===== src/rtl/arbitro_pkg.sv =====
// Shared types and sizes for the round-robin arbiter/selector.
// Holds the FSM state enum and the requester/select widths.
package arbitro_pkg;

  localparam int N_REQ = 4;
  localparam int SEL_W = 2;

  typedef enum logic [1:0] {
    IDLE  = 2'd0,
    GRANT = 2'd1,
    TURN  = 2'd2
  } state_t;

endpackage


===== src/rtl/arbitro_rr_mux_selector_rr.sv =====
// Combinational round-robin winner pick.
// Ports: i_Req (requests), i_Ptr (search start), o_Found, o_Idx (winner).
module selector_rr
  import arbitro_pkg::*;
(
  input  logic [N_REQ-1:0] i_Req,
  input  logic [SEL_W-1:0] i_Ptr,
  output logic             o_Found,
  output logic [SEL_W-1:0] o_Idx
);

  logic [SEL_W-1:0] cand;

  // Walk from the farthest offset down so the nearest
  // request to i_Ptr is the last (winning) assignment.
  always_comb begin
    o_Found = 1'b0;
    o_Idx   = i_Ptr;
    cand    = i_Ptr;
    for (int i = N_REQ - 1; i >= 0; i--) begin
      cand = i_Ptr + SEL_W'(i);
      if (i_Req[cand]) begin
        o_Found = 1'b1;
        o_Idx   = cand;
      end
    end
  end

endmodule


===== src/rtl/arbitro_rr_mux.sv =====
// Round-robin arbiter + 4:1 selector with registered output and valid.
// Ports: i_Clk, i_Reset (async high), i_Req[3:0], i_Datos_0..3 in;
//   o_Gnt (one-hot), o_Sel, o_Salida, o_Valido out.
// Macro ARB_BURST_LIMIT_EN: caps each grant at BURST_MAX cycles.
module arbitro_rr_mux
  import arbitro_pkg::*;
#(
  parameter int WIDTH     = 4,
  parameter int BURST_MAX = 4
) (
  input  logic             i_Clk,
  input  logic             i_Reset,
  input  logic [N_REQ-1:0] i_Req,
  input  logic [WIDTH-1:0] i_Datos_0,
  input  logic [WIDTH-1:0] i_Datos_1,
  input  logic [WIDTH-1:0] i_Datos_2,
  input  logic [WIDTH-1:0] i_Datos_3,
  output logic [N_REQ-1:0] o_Gnt,
  output logic [SEL_W-1:0] o_Sel,
  output logic [WIDTH-1:0] o_Salida,
  output logic             o_Valido
);

  if (BURST_MAX < 1) begin : g_bad_burst
    $error("BURST_MAX must be at least 1");
  end

  state_t           state_q;
  logic [SEL_W-1:0] ptr_q;
  logic [N_REQ-1:0] gnt_q;
  logic [SEL_W-1:0] sel_q;
  logic [WIDTH-1:0] sal_q;
  logic             val_q;

  logic [SEL_W-1:0] srch_ptr;
  logic [SEL_W-1:0] win_idx;
  logic             win_found;
  logic [WIDTH-1:0] dat_sel;
  logic             req_own;
  logic             leave;

  // In TURN the pointer is advanced on the same edge that
  // picks the next owner, so search from owner+1 directly.
  assign srch_ptr = (state_q == TURN) ? sel_q + SEL_W'(1) : ptr_q;

  selector_rr u_sel (
    .i_Req   (i_Req),
    .i_Ptr   (srch_ptr),
    .o_Found (win_found),
    .o_Idx   (win_idx)
  );

  always_comb begin
    unique case (sel_q)
      2'd0: dat_sel = i_Datos_0;
      2'd1: dat_sel = i_Datos_1;
      2'd2: dat_sel = i_Datos_2;
      2'd3: dat_sel = i_Datos_3;
    endcase
  end

  assign req_own = i_Req[sel_q];

`ifdef ARB_BURST_LIMIT_EN
  localparam int CNT_W = $clog2(BURST_MAX + 1);
  logic [CNT_W-1:0] cnt_q;
  logic [CNT_W-1:0] cnt_d;

  // Saturating count of granted cycles with the owner requesting.
  assign cnt_d = (cnt_q == CNT_W'(BURST_MAX)) ? cnt_q
                                             : cnt_q + CNT_W'(1);
  // The limit edge ends the grant instead of transferring a word.
  assign leave = !req_own || (cnt_d == CNT_W'(BURST_MAX));
`else
  assign leave = !req_own;
`endif

  always_ff @(posedge i_Clk or posedge i_Reset) begin
    if (i_Reset) begin
      state_q <= IDLE;
      ptr_q   <= '0;
      gnt_q   <= '0;
      sel_q   <= '0;
      sal_q   <= '0;
      val_q   <= 1'b0;
`ifdef ARB_BURST_LIMIT_EN
      cnt_q   <= '0;
`endif
    end else begin
      unique case (state_q)
        IDLE, TURN: begin
          if (state_q == TURN) ptr_q <= srch_ptr;
          if (win_found) begin
            state_q <= GRANT;
            gnt_q   <= N_REQ'(1) << win_idx;
            sel_q   <= win_idx;
`ifdef ARB_BURST_LIMIT_EN
            cnt_q   <= '0;
`endif
          end else begin
            state_q <= IDLE;
          end
        end
        GRANT: begin
          if (leave) begin
            state_q <= TURN;
            gnt_q   <= '0;
            val_q   <= 1'b0;
          end else begin
            sal_q   <= dat_sel;
            val_q   <= 1'b1;
`ifdef ARB_BURST_LIMIT_EN
            cnt_q   <= cnt_d;
`endif
          end
        end
        default: state_q <= IDLE;
      endcase
    end
  end

  assign o_Gnt    = gnt_q;
  assign o_Sel    = sel_q;
  assign o_Salida = sal_q;
  assign o_Valido = val_q;

endmodule


===== config.mk =====
export PLATFORM = sky130hd
export DESIGN_NAME = arbitro_rr_mux
export DESIGN_NICKNAME = d
export VERILOG_FILES = /design/src/rtl/arbitro_pkg.sv /design/src/rtl/arbitro_rr_mux_selector_rr.sv /design/src/rtl/arbitro_rr_mux.sv
export SDC_FILE = /design/constraint.sdc
export NUM_CORES = 1
export LEC_CHECK = 0
export ABC_AREA = 1
export CAP_MARGIN = 20
export CORE_MARGIN = 2
export CORE_UTILIZATION = 49
export CTS_CLUSTER_DIAMETER = 60
export CTS_CLUSTER_SIZE = 14
export DETAILED_ROUTE_END_ITERATION = 16
export PLACE_DENSITY = 0.84
export SKIP_CTS_REPAIR_TIMING = 1
export SYNTH_ARGS = -nofsm -noshare
export SYNTH_HDL_FRONTEND = slang
export SYNTH_SLANG_ARGS = --single-unit

===== constraint.sdc =====
create_clock -name i_Clk -period 5.6 [get_ports i_Clk]
set_input_delay 1.4 -clock i_Clk [delete_from_list [all_inputs] [get_ports i_Clk]]
set_output_delay 1.4 -clock i_Clk [all_outputs]
set_load 0.05 [all_outputs]

==> flow_summary_export.csv <==
group,metric,value,unit
power_and_ir_drop,worst_ir_drop_vdd,0.393,mV
clock_network,cts_max_path_buffers,2,
floorplanning,dieArea,0.00255,mm^2
clock_network,htreeDepth,1,
synth,muxShareOfSynthArea,0,%
run_status,outcome,"finished, final reports clean",
synth,synth_adder_area_share,4.72,%
setup_path,reg2reg_slack,3430,ps
detailed_routing,firstDrtPassIters,4,
timing,fin_crit_sh,55.1,%
worst_hold_path,hold_class,"flip-flop to flip-flop",
layout,final_cell_mix,"50 x nand2_1, 32 x clkdlybuf4s50_1, 25 x nand3_1, 15 x inv_1, 15 x dfrtp_1",
timing,max_freq,324,MHz
synth,synth_nets,176,
timing,tns,0,ps
synth,yosys.area_share.simple,41.2,%
setup_path,crit_cells,1,
floorplanning,core.rowCount,16,
floorplanning,core_area,0.00200,mm^2
grt,antenna_found_initial,0,
place,io_buffer_count,32,
place,hpwl,2100,um
synth,ys_ff_latch,15,
setup_path,max_stage_delay,870,ps
setup_path,critPathLaunchType,"flip-flop",
grt,grt.overflow.total,0,
setup_path,reg2reg_to,"o_Gnt[0]",
grt,track_usage,22.8,%
synth,synth_compound_area_share,11.6,%
setup_path,crit_end,"o_Sel[0]",
layout,syn2layout_area_growth,35.5,%
detailed_routing,vias_per_cell,5.08,
layout,drive_gt1_share,9.73,%
detailed_routing,wirelength,2570,um
layout,seq_area,375,um^2
timing,hold_viol_final,0,
synth,yosysSeqAreaShare,35.4,%
timing,setup_viol,0,
timing,min_period,3090,ps
clock_network,cts_tree,"yes",
setup_path,crit_required,4200,ps
layout,antenna-diode-count,0,
floorplanning,start_util,52.9,%
synth,yosysWarnings,0,
place,gp_congestion,0.925,
floorplanning,die_w,50.5,um
floorplanning,fp.dieH,50.5,um
setup_path,cp_cell_sequence,"clkdlybuf4s50_1",
grt,grt_pass1_wl,4460,um
timing,finClkSkew,10.7,ps
setup_path,crit_buf_inv,1,
clock_network,clk_latency,280,ps
detailed_routing,antenna_left,0,
setup_path,r2r-start,"o_Sel[0]",
grt,grt_pass1_vias,1071,
layout,final_common_cell,"nand2_1",
power_and_ir_drop,p_leak,0.737,nW
timing,slew_violations,0,
setup_path,setup.worst_path.end_class,"output port",
synth,synth_top_family_by_area,"simple AND/OR/NAND/NOR gates",
power_and_ir_drop,p_per_area,680,mW/mm^2
timing,relSlewSlack,63.8,%
clock_network,cts-root-buf,"clkbuf_4",
layout,n_fill_cell,162,
power_and_ir_drop,power,0.000977,W
place,post_dp_cell_area,0.00141,mm^2
synth,synthXorXnorAreaFrac,0,%
synth,syn_area,0.00106,mm^2
layout,multi_input_area,609,um^2
detailed_routing,drtIter0Drc,31,
setup_path,crit_arrival,1690,ps
detailed_routing,drc,0,
setup_path,cp_slowest_cell,"clkdlybuf4s50_1",
detailed_routing,vias,1078,
flow_run,max-cap-violations,0,
layout,layout.nets,212,
synth,synth.avg_cell_area,7.07,um^2
synth,synth.distinct_cells,20,
clock_network,clock-sinks,15,
setup_path,startpoint,"o_Sel[0]",
setup_path,criticalPathCategory,"flip-flop to output port",
grt,grt_max_degree,16,
detailed_routing,routedWlPerCell,12.1,um
timing,worst_pin_slew,542,ps
setup_path,worstRegToRegCells,14,
clock_network,clk_pin_slew,90,ps
timing,rsz0062_at_grt,"no",
synth,syn_inst,150,
setup_path,crit_family,"buffers and inverters",
floorplanning,io_pins,33,
setup_path,cp_max_fo,9,
clock_network,cts_buffers,3,
layout,fin_area,0.00144,mm^2
==> Yosys cell counts <==
library cell	n	area (um^2)
o21ai_0	7	35.0
o21bai_1	1	7.51
nand3_4	1	17.5
nor2_1	3	11.3
nand3_1	25	125
a21oi_1	3	15.0
inv_2	4	15.0
nand2_2	3	18.8
nand2_1	50	188
inv_1	15	56.3
clkbuf_1	1	3.75
o21ai_1	1	5.00
nand4_1	2	12.5
o22ai_1	4	25.0
ha_1	4	50.1
nand2_4	3	33.8
dfrtp_1	15	375
a22o_1	4	35.0
nor2_4	1	11.3
nor2_2	3	18.8
==> metrics by stage <==
step / util, % / hold WS [ps] / std cells / setup slack (ps)
CTS: 71.8 / 496 / 212 / 2510
finish: 71.8 / 490 / 212 / 2510
global route: 71.8 / 531 / 212 / 2440
floorplan: - / 510 / 150 / 3290
detailed placement: 70.4 / 476 / 208 / 2620
global placement: 70.4 / 471 / 208 / 2680
==> cells by family after synthesis <==
group | count (synthesis)
flip-flops | 15
AND/OR/NAND/NOR | 91
AO/OA/AOI/OAI | 20
adder cells (fa/ha/maj) | 4
buffers and inverters | 20
==> routing by layer <==
metal  vias to the layer above  share of wire [%]  global-route usage (%)  routed length, um
met3                         6                2.9                    2.68                 74
met2                        22                 48                    39.3               1220
li1                        566                  -                       -                  -
met5                         -                  0                       0                  0
met4                         0                1.1                    7.21                 29
met1                       484                 48                    29.8               1250
==> worst min-delay path by stage <==
| stage | from | end | slack (ps) | cells after the start |
|---|---|---|---|---|
| after floorplan | ptr_q[1] | ptr_q[1] | 510 | 2 |
| after global placement | o_Valido | o_Valido | 470 | 2 |
| after detailed placement | o_Salida[0] | o_Salida[0] | 480 | 2 |
| after CTS | o_Salida[0] | o_Salida[0] | 500 | 2 |
| after global routing | o_Salida[0] | o_Salida[0] | 530 | 2 |
| final | o_Salida[0] | o_Salida[0] | 490 | 2 |
==> sequential cells by signal (all words and copies together), names as in the netlist <==
signal    count
o_Valido      1
o_Sel         2
o_Salida      4
state_q       2
o_Gnt         4
ptr_q         2
==> where the power goes <==
| group | leakage [nW] | internal, W | switching, W |
|---|---|---|---|
| clock | 0.0150 | 0.0000276 | 0.0000318 |
| combinational | 0.532 | 0.000238 | 0.000477 |
| sequential | 0.190 | 0.000158 | 0.0000436 |
| total | 0.737 | 0.000424 | 0.000553 |
==> cell type report <==
cell class,instances,share of cell area (%)
Multi-Input combinational cell,115,42.4
Sequential cell,15,26.1
Timing Repair Buffer,32,22.3
Inverter,19,4.97
Tap cell,27,2.35
Clock buffer,4,1.83
(Power assumes the default switching activity.)
